**config.mk**
```make
export PLATFORM = sky130hd
export DESIGN_NAME = mem_arbiter
export DESIGN_NICKNAME = d
export VERILOG_FILES = /design/src/rtl/lc3b_types.sv /design/src/rtl/mem_arbiter.sv
export SDC_FILE = /design/constraint.sdc
export NUM_CORES = 1
export LEC_CHECK = 0
export ABC_AREA = 0
export CAP_MARGIN = 15
export CORE_MARGIN = 8
export CORE_UTILIZATION = 39
export CTS_CLUSTER_DIAMETER = 100
export CTS_CLUSTER_SIZE = 16
export DETAILED_ROUTE_END_ITERATION = 6
export PLACE_DENSITY_LB_ADDON = 0.25
export REMOVE_ABC_BUFFERS = 1
export SLEW_MARGIN = 10
export SYNTH_ARGS = -nofsm -noshare
export SYNTH_HDL_FRONTEND = slang
export SYNTH_SLANG_ARGS = --single-unit
```
**constraint.sdc**
```tcl
create_clock -name clk -period 2.06 [get_ports clk]
set_input_delay 0.412 -clock clk [delete_from_list [all_inputs] [get_ports clk]]
set_output_delay 0.412 -clock clk [all_outputs]
set_load 0.01 [all_outputs]
```
**src/rtl/lc3b_types.sv**
```systemverilog
// Shared LC-3b types: bus words, byte masks and the memory-arbiter state/port enums.
package lc3b_types;

  typedef logic [15:0] lc3b_word;
  typedef logic [1:0]  lc3b_mem_wmask;

  typedef enum logic [1:0] {
    IDLE    = 2'b00,
    SERVE_A = 2'b01,
    SERVE_B = 2'b10,
    RESP    = 2'b11
  } mem_arb_state;

  typedef enum logic {
    GRANT_A = 1'b0,
    GRANT_B = 1'b1
  } mem_arb_port;

  // Round-robin pick: on a tie the port that did not win last time goes next.
  function automatic mem_arb_port arb_pick(input logic req_a, input logic req_b,
                                           input mem_arb_port last_grant);
    mem_arb_port pick;
    pick = GRANT_A;
    if (req_a && req_b) begin
      if (last_grant == GRANT_A) pick = GRANT_B;
      else                       pick = GRANT_A;
    end else if (req_b) begin
      pick = GRANT_B;
    end
    return pick;
  endfunction

endpackage

```
**src/rtl/mem_arbiter.sv**
```systemverilog
// Two-port (instruction A / data B) arbiter in front of a single physical memory.
// One access in flight at a time; requests are latched on grant so the memory
// sees stable controls regardless of what the requesters do while it works.
module mem_arbiter
  import lc3b_types::*;
#(
  parameter int PMEM_WIDTH = 16
) (
  input  logic          clk,
  input  logic          rst_n,

  input  logic          mem_read_a,
  input  lc3b_word      mem_address_a,
  output logic          mem_resp_a,
  output lc3b_word      mem_rdata_a,

  input  logic          mem_read_b,
  input  logic          mem_write_b,
  input  lc3b_word      mem_address_b,
  input  lc3b_word      mem_wdata_b,
  input  lc3b_mem_wmask mem_wmask_b,
  output logic          mem_resp_b,
  output lc3b_word      mem_rdata_b,

  output logic          pmem_read,
  output logic          pmem_write,
  output lc3b_word      pmem_address,
  output lc3b_word      pmem_wdata,
  output lc3b_mem_wmask pmem_wmask,
  input  logic          pmem_resp,
  input  lc3b_word      pmem_rdata
);

  mem_arb_state          r_state;
  mem_arb_port           r_last_grant;
  mem_arb_port           r_cur_grant;
  logic                  r_pmem_read;
  logic                  r_pmem_write;
  logic                  r_resp_a;
  logic                  r_resp_b;
  lc3b_word              r_addr;
  lc3b_word              r_wdata;
  lc3b_mem_wmask         r_wmask;
  logic [PMEM_WIDTH-1:0] r_rdata;

  logic                  w_req_a;
  logic                  w_req_b;
  logic                  w_any_req;
  logic                  w_serving;
  mem_arb_port           w_pick;

  // B asserting read and write together is a write, so any B activity is one request.
  assign w_req_a   = mem_read_a;
  assign w_req_b   = mem_read_b | mem_write_b;
  assign w_any_req = w_req_a | w_req_b;
  assign w_serving = (r_state == SERVE_A) || (r_state == SERVE_B);
  assign w_pick    = arb_pick(w_req_a, w_req_b, r_last_grant);

  // Arbitration FSM with registered memory strobes and completion pulses.
  always_ff @(posedge clk or negedge rst_n) begin
    if (!rst_n) begin
      r_state      <= IDLE;
      r_last_grant <= GRANT_A;
      r_cur_grant  <= GRANT_A;
      r_pmem_read  <= 1'b0;
      r_pmem_write <= 1'b0;
      r_resp_a     <= 1'b0;
      r_resp_b     <= 1'b0;
    end else begin
      case (r_state)
        IDLE: begin
          r_resp_a <= 1'b0;
          r_resp_b <= 1'b0;
          if (w_any_req) begin
            r_cur_grant <= w_pick;
            if (w_pick == GRANT_B) begin
              r_state      <= SERVE_B;
              r_pmem_write <= mem_write_b;
              r_pmem_read  <= ~mem_write_b;
            end else begin
              r_state      <= SERVE_A;
              r_pmem_write <= 1'b0;
              r_pmem_read  <= 1'b1;
            end
          end
        end
        SERVE_A, SERVE_B: begin
          if (pmem_resp) begin
            r_state      <= RESP;
            r_pmem_read  <= 1'b0;
            r_pmem_write <= 1'b0;
            r_last_grant <= r_cur_grant;
            r_resp_a     <= (r_cur_grant == GRANT_A);
            r_resp_b     <= (r_cur_grant == GRANT_B);
          end
        end
        RESP: begin
          // Requests are not looked at here; the next grant happens from IDLE.
          r_state  <= IDLE;
          r_resp_a <= 1'b0;
          r_resp_b <= 1'b0;
        end
        default: begin
          r_state      <= IDLE;
          r_pmem_read  <= 1'b0;
          r_pmem_write <= 1'b0;
          r_resp_a     <= 1'b0;
          r_resp_b     <= 1'b0;
        end
      endcase
    end
  end

  // Latch the winning request's address/data/mask at grant time.
  always_ff @(posedge clk or negedge rst_n) begin
    if (!rst_n) begin
      r_addr  <= '0;
      r_wdata <= '0;
      r_wmask <= '0;
    end else if ((r_state == IDLE) && w_any_req) begin
      if (w_pick == GRANT_B) begin
        r_addr  <= mem_address_b;
        r_wdata <= mem_wdata_b;
        r_wmask <= mem_wmask_b;
      end else begin
        r_addr  <= mem_address_a;
        r_wdata <= '0;
        r_wmask <= '0;
      end
    end
  end

  // Capture memory read data on completion; both ports see the same register.
  always_ff @(posedge clk or negedge rst_n) begin
    if (!rst_n) begin
      r_rdata <= '0;
    end else if (w_serving && pmem_resp) begin
      r_rdata <= pmem_rdata;
    end
  end

  assign pmem_read    = r_pmem_read;
  assign pmem_write   = r_pmem_write;
  assign pmem_address = r_addr;
  assign pmem_wdata   = r_wdata;
  assign pmem_wmask   = r_wmask;

  assign mem_resp_a   = r_resp_a;
  assign mem_resp_b   = r_resp_b;
  assign mem_rdata_a  = r_rdata;
  assign mem_rdata_b  = r_rdata;

endmodule

```
==> flow_summary.toml <==
[clock_tree]
postCtsSetupBuffers = 0
cts-htree-levels = 3
clock-sinks = 58
cts_inserted_buffers = 9
cts.hold.buffers_added = 0
clkTransAtPathRegs_ns = 0.07
clock-root-buffer = "clkbuf_8"
post_cts_resized = 0
clk_latency_ns = 0.32
clock_tree.buffer_depth = 2
cts_tree = "done"

[setup_path]
slowest_delay_ns = 0.57
path_buf_inv = 1
start_kind = "register"
worstSetupPathType = "register to primary output"
cpMaxStageDelayCell = "clkdlybuf4s50_1"
path_cells = "clkdlybuf4s50_1"
cpLargestDelayFamily = "buffers and inverters"
cp.arrival_ns = 1.27
critPathCaptureType = "primary output"
path_max_fanout = 3
required_ns = 1.65
worstRegToRegCells = 5
ff2ff_setup_slack_ns = 0.43
r2r-end = "r_state[1]$_DFFE_PN0P_"
r2r-start = "r_state[0]$_DFFE_PN0P_"

[power]
p_total_mw = 6.14
p_switching_mw = 2.10
clkPwrFrac = 0.146
max-vdd-ir-drop_mv = 0.842
intPower_mw = 4.04
combPwrFrac = 0.527
p_sw_frac = 0.342
power.density_mw_per_mm2 = 1490
pwr-share-seq = 0.327
p_leak_nw = 1.80

[run]
timing.max_cap.violations = 0

[sta]
finalSetupViolCount = 0
fin_worst_skew_ns = 0.0101
tns_ns = 0
tightest_slew_ns = 0.427
clock.fmax_ghz = 0.594
period_needed_ns = 1.68
rsz0062_at_grt = "false"
hold_viol = 0
slew_headroom = 0.714
fin_crit_sh = 0.817
drv_slew = 0

[cells_and_area]
nets = 404
diodes = 0
final_util = 0.645
syn_to_final_growth_pct = 58.9
fill_cells = 512
layout-drive-gt1-share = 0.110

[synth]
synth_area_mm2 = 0.00259
yosysSeqAreaShare = 0.560
synth-seq-cells = 58
ys_types = 30
ys_warn_count = 0
netlist_instances = 198
avgSynthCellArea_um2 = 13.1

[global_routing]
grt_overflow = 0
first_global_vias = 2160
grt_max_degree = 59
antenna_found_initial = 0
grt.total_usage = 0.148
grt_pass1_wl_um = 11300

[place]
gp_congestion = 0.782
hpwl_um = 5370
numPortBuffers = 141

[floorplanning]
core_area_mm2 = 0.00639
die_x_um = 97.5
die-area_mm2 = 0.00951
rows = 29
io_pins = 142
chipHeight_um = 97.5
start_util = 0.406

[outcome]
status = "complete, no violations"

[worst_hold_path]
hold_path.class = "input port to asynchronous set/reset pin"

[detailed_routing]
drtIter0Drc = 16
viasPerCell = 4.73
first_pass_iters = 4
ant_nets = 0
vias = 1950
routed_wl_um = 7010
wl_per_cell_um = 17.0
drc = 0
[worst max path at each step]
stage	start	endpoint	slack, ns	cells after the start
finish	mem_rdata_a[11]$_DFFE_PN0P_	mem_rdata_b[11]	0.38	1
global route	r_state[1]$_DFFE_PN0P_	mem_rdata_a[6]$_DFFE_PN0P_	0.30	4
CTS	mem_rdata_a[11]$_DFFE_PN0P_	mem_rdata_b[11]	0.35	1
detailed placement	mem_write_b	r_state[1]$_DFFE_PN0P_	0.19	5
global placement	mem_write_b	r_state[1]$_DFFE_PN0P_	0.21	5
floorplan	mem_read_b	pmem_read$_DFFE_PN0P_	0.19	3
[layout by cell type (no fill, tap or decap), types with 2 or more instances in the layout]
master / instances
a22o_1: 18
buf_12: 3
buf_4: 2
clkbuf_8: 10
clkdlybuf4s50_1: 140
clkinv_2: 3
clkinvlp_4: 2
dfrtp_1: 58
ha_1: 2
inv_1: 5
mux2_1: 7
mux2_2: 10
mux2i_1: 21
nand2_1: 18
nand3_1: 2
nor2_1: 2
o21ai_1: 16
[cell families (layout without fill, tap and decap cells)]
| group | count (synthesis) | count (layout) | share of synthesized area |
|---|---|---|---|
| flops | 58 | 58 | 0.560 |
| compound gates | 43 | 43 | 0.127 |
| mux | 38 | 38 | 0.155 |
| buf+inv | 31 | 168 | 0.100 |
| simple gates | 26 | 26 | 0.0473 |
| fa+ha+maj | 2 | 2 | 0.00966 |
[cells in the mapped netlist]
library cell / count / share of area
mux2i_1: 21 / 0.081
a22o_1: 18 / 0.061
o2bb2ai_2: 1 / 0.0058
mux2_1: 7 / 0.030
ha_1: 2 / 0.0097
nor2_1: 2 / 0.0029
nor2b_1: 1 / 0.0024
a31oi_1: 1 / 0.0024
o21ai_1: 16 / 0.031
bufinv_8: 1 / 0.0068
o31ai_4: 1 / 0.0082
nand2_1: 18 / 0.026
a2bb2oi_2: 1 / 0.0058
nand3_1: 2 / 0.0039
dfrtp_1: 58 / 0.56
nand2_2: 1 / 0.0024
buf_2: 3 / 0.0058
buf_4: 16 / 0.046
o211ai_1: 1 / 0.0029
o22ai_1: 1 / 0.0024
a211o_1: 1 / 0.0034
buf_8: 1 / 0.0058
nor3_1: 1 / 0.0019
mux2_2: 10 / 0.043
buf_12: 2 / 0.015
o21ai_0: 1 / 0.0019
buf_6: 3 / 0.013
nor2_8: 1 / 0.0077
a21o_1: 1 / 0.0029
inv_1: 5 / 0.0072
[power by group through the flow]
stage | Clock, mW | Sequential (mW) | Combinational, mW
finish | 0.894 | 2.01 | 3.24
global route | 0.982 | 2.09 | 3.50
CTS | 0.930 | 2.02 | 3.31
detailed placement | 0 | 2.02 | 3.30
global placement | 0 | 2.01 | 3.25
floorplan | 0 | 2.31 | 1.15
[state kept, by name, indices dropped and copies added, names as in the netlist]
signal and count:
mem_resp_a 1, pmem_wdata 16, pmem_address 16, r_state 2
pmem_write 1, r_last_grant 1, mem_rdata_a 16, r_cur_grant 1
mem_resp_b 1, pmem_wmask 2, pmem_read 1
[through the flow]
step	hold WS, ns	setup slack (ns)	area, µm²	cells
2_1_floorplan	0.116	0.192	2370	173
3_3_place_gp	0.436	0.207	3950	396
3_5_place_dp	0.442	0.189	3950	396
4_1_cts	0.0785	0.352	4120	412
5_1_grt	0.0914	0.302	4120	412
6_report	0.0798	0.378	4120	412
[cell type report]
type / instances / area [µm²] / share of cell area
clock buffers: 11 / 141 / 0.0343
clock inverters: 5 / 30.0 / 0.00729
inverters: 6 / 36.3 / 0.00881
multi-input cells: 109 / 880 / 0.214
flip-flops and latches: 58 / 1450 / 0.353
well taps: 77 / 96.3 / 0.0234
repair buffers: 146 / 1480 / 0.360
[metal layers]
metal | track usage | vias up | wire, µm
met1 | 0.154 | 931 | 2580
met5 | 0 | - | 0
met4 | 0.0653 | 0 | 99
met2 | 0.250 | 61 | 3730
met3 | 0.0683 | 10 | 595
li1 | - | 948 | -
No activity file was read; power rests on OpenSTA's default activity.
==> patch: new RTL, config.mk and constraints unchanged <==
Register the output `pmem_wmask` once more; this adds one clock of latency there. The other outputs are not delayed to match.
--- a/src/rtl/mem_arbiter.sv
+++ b/src/rtl/mem_arbiter.sv
@@ -144,5 +144,7 @@
   assign pmem_address = r_addr;
   assign pmem_wdata   = r_wdata;
-  assign pmem_wmask   = r_wmask;
+  always_ff @(posedge clk) begin
+    pmem_wmask <= r_wmask;
+  end
 
   assign mem_resp_a   = r_resp_a;
Check against the original RTL: not equivalent (a bounded check fails within 4 cycles, from zero or initial values and one cycle with rst_n low).
==> patch against the original RTL <==
  * Synthesized cell count increased by 1.0%
  * Area after synthesis is 1.5% higher
  * Cell area is 1.3% higher
  * Power grew 3.2%
  * Hold slack about the same
  * Setup slack gained 0.0085 ns
  * Non-clock buffer count is 1 higher
  * Global-route usage shrank 0.068 points
  * Wire length decreased by 1.4%
  * Sequential cell count grew 2
  * Largest cell class is now sequential cells
==> patch: results (changes against the original RTL) <==
.. list-table::
   :header-rows: 1

   * - Metric
     - Value
   * - Share of post-route cells with drive strength above 1
     - 10.7% (-0.39 points)
   * - Number of antenna violations at the first check in global routing
     - 0 (unchanged)
   * - Outcome
     - complete, no violations
   * - Via Count
     - 2,029 (+4.1%)
   * - Area share of buffers outside the clock network
     - 35.1% (-0.87 points)
   * - Number of detailed-route iterations in the first pass
     - 4 (unchanged)
   * - Pin count of the biggest net entering global routing
     - 59 (unchanged)
   * - First-pass GRT wire length
     - 11,300 um (-0.37%)
   * - Met3 Use GR
     - 7.68% (+0.85 points)
   * - Non-Clock Inverter Count
     - 6 (unchanged)
   * - Flops & latches, synth
     - 60 (+3.4%)
   * - Arrival time of the worst setup path
     - 1.26 ns
   * - Critical-path cell with the highest stage delay
     - sky130_fd_sc_hd__clkdlybuf4s50_1
   * - Max IR drop VDD
     - 0.716 mV (-15%)
   * - Vias in the first global route
     - 2,161 (+0.046%)
   * - Met1 capacity usage during global routing
     - 17.7% (+2.3 points)
   * - Count of port buffers added during placement
     - 141 (unchanged)
   * - Synth top area cells
     - sky130_fd_sc_hd__dfrtp_1 (55%), sky130_fd_sc_hd__mux2i_1 (8.0%), sky130_fd_sc_hd__a22o_1 (6.0%)
   * - Leakage
     - 1.83 nW (+1.5%)
   * - Number of nets at the end of the flow
     - 407 (+0.74%)
   * - Overall global routing resource usage
     - 14.7% (-0.068 points)
   * - Ys async rst share
     - 96.7% (-3.3 points)
   * - Post-CTS Setup Inserts
     - 0 (unchanged)
   * - Synth unique cells
     - 31 (+3.3%)
   * - Ant. Diodes
     - 0 (unchanged)
   * - Seq/total area
     - 35.8% (+0.52 points)
   * - Clock tree skew after final layout
     - 0.00817 ns (-0.00197 ns)
   * - Fraction of area in multi-input gates
     - 21.1% (-0.27 points)
   * - Fraction of met2 tracks used by global routing
     - 22.2% (-2.8 points)
   * - Cts repair resizes
     - 0 (unchanged)
   * - Gpl congestion
     - 0.737 (-5.8%)
   * - Final wirelength
     - 6910 um (-1.4%)
   * - WL met2
     - 3130 um (-16%)
   * - Post-placement worst setup slack
     - 0.157 ns (-0.0326 ns)
   * - Wire length on met1
     - 3030 um (+18%)
   * - Clock root buffer master
     - sky130_fd_sc_hd__clkbuf_8
   * - Clock buffer depth
     - 2 (unchanged)
   * - Count of plain and timing-repair buffers in the layout
     - 147 (+0.68%)
   * - Iter 0 DRT Violations
     - 52 (+36)
   * - Number of fillers in the final layout
     - 538 (+5.1%)
   * - Clock buf/inv share
     - 4.74% (+0.58 points)
   * - Syn. warnings
     - 0 (unchanged)
   * - Clock buffers
     - 14 (+3)
   * - Worst Max-Slew Pin Slew
     - 0.434 ns (+0.00712 ns)
   * - Met3 wire len
     - 648 um (+8.9%)
   * - Sequential cell area fraction in the yosys report
     - 56.7% (+0.67 points)
   * - HPWL Detailed
     - 5240 um (-2.5%)
==> patch: cell types whose count changed after synthesis, sizes merged <==
cell | unedited run | this run
dfxtp | 0 | 2
==> patch: worst paths after layout <==
kind | from | end | depth (start not counted) | slack [ns]
hold / removal | rst_n | mem_rdata_a[10]$_DFFE_PN0P_ | 2 | 0.08
hold reg to reg | r_wmask[1]$_DFFE_PN0P_ | pmem_wmask[1]$_DFF_P_ | 0 | 0.37
min in group clk | r_wmask[1]$_DFFE_PN0P_ | pmem_wmask[1]$_DFF_P_ | 0 | 0.37
setup / recovery | pmem_read$_DFFE_PN0P_ | pmem_read | 1 | 0.39
max in group asynchronous | rst_n | pmem_wdata[9]$_DFFE_PN0P_ | 2 | 1.73
setup reg to reg | r_state[0]$_DFFE_PN0P_ | mem_rdata_a[1]$_DFFE_PN0P_ | 4 | 0.42
==> patch: cells by family (layout without fill, tap and decap cells) <==
group | after synthesis | count (layout) | synth area share, %
AOI/OAI and AO/OA | 43 | 43 | 12.6
adders and majority gates | 2 | 2 | 0.951
and+or+nand+nor | 26 | 26 | 4.66
DFF | 60 | 60 | 56.7
muxes | 38 | 38 | 15.3
buffers and inverters | 31 | 169 | 9.89
==> patch: where the power goes <==
part / internal, mW / switching (mW)
clock network: 0.625 / 0.434
logic: 1.88 / 1.35
registers: 1.74 / 0.309
==> patch: stage by stage <==
step	instance area (um2)	total power, mW	cells	hold WS [ns]	utilization (%)
after global routing	4170	6.78	418	0.0835	62.7
after floorplan	2410	3.52	175	0.116	-
after global placement	3970	5.28	402	0.350	59.8
after CTS	4170	6.44	418	0.0789	62.7
after detailed placement	3970	5.34	402	0.359	59.8
final	4170	6.34	418	0.0798	62.7
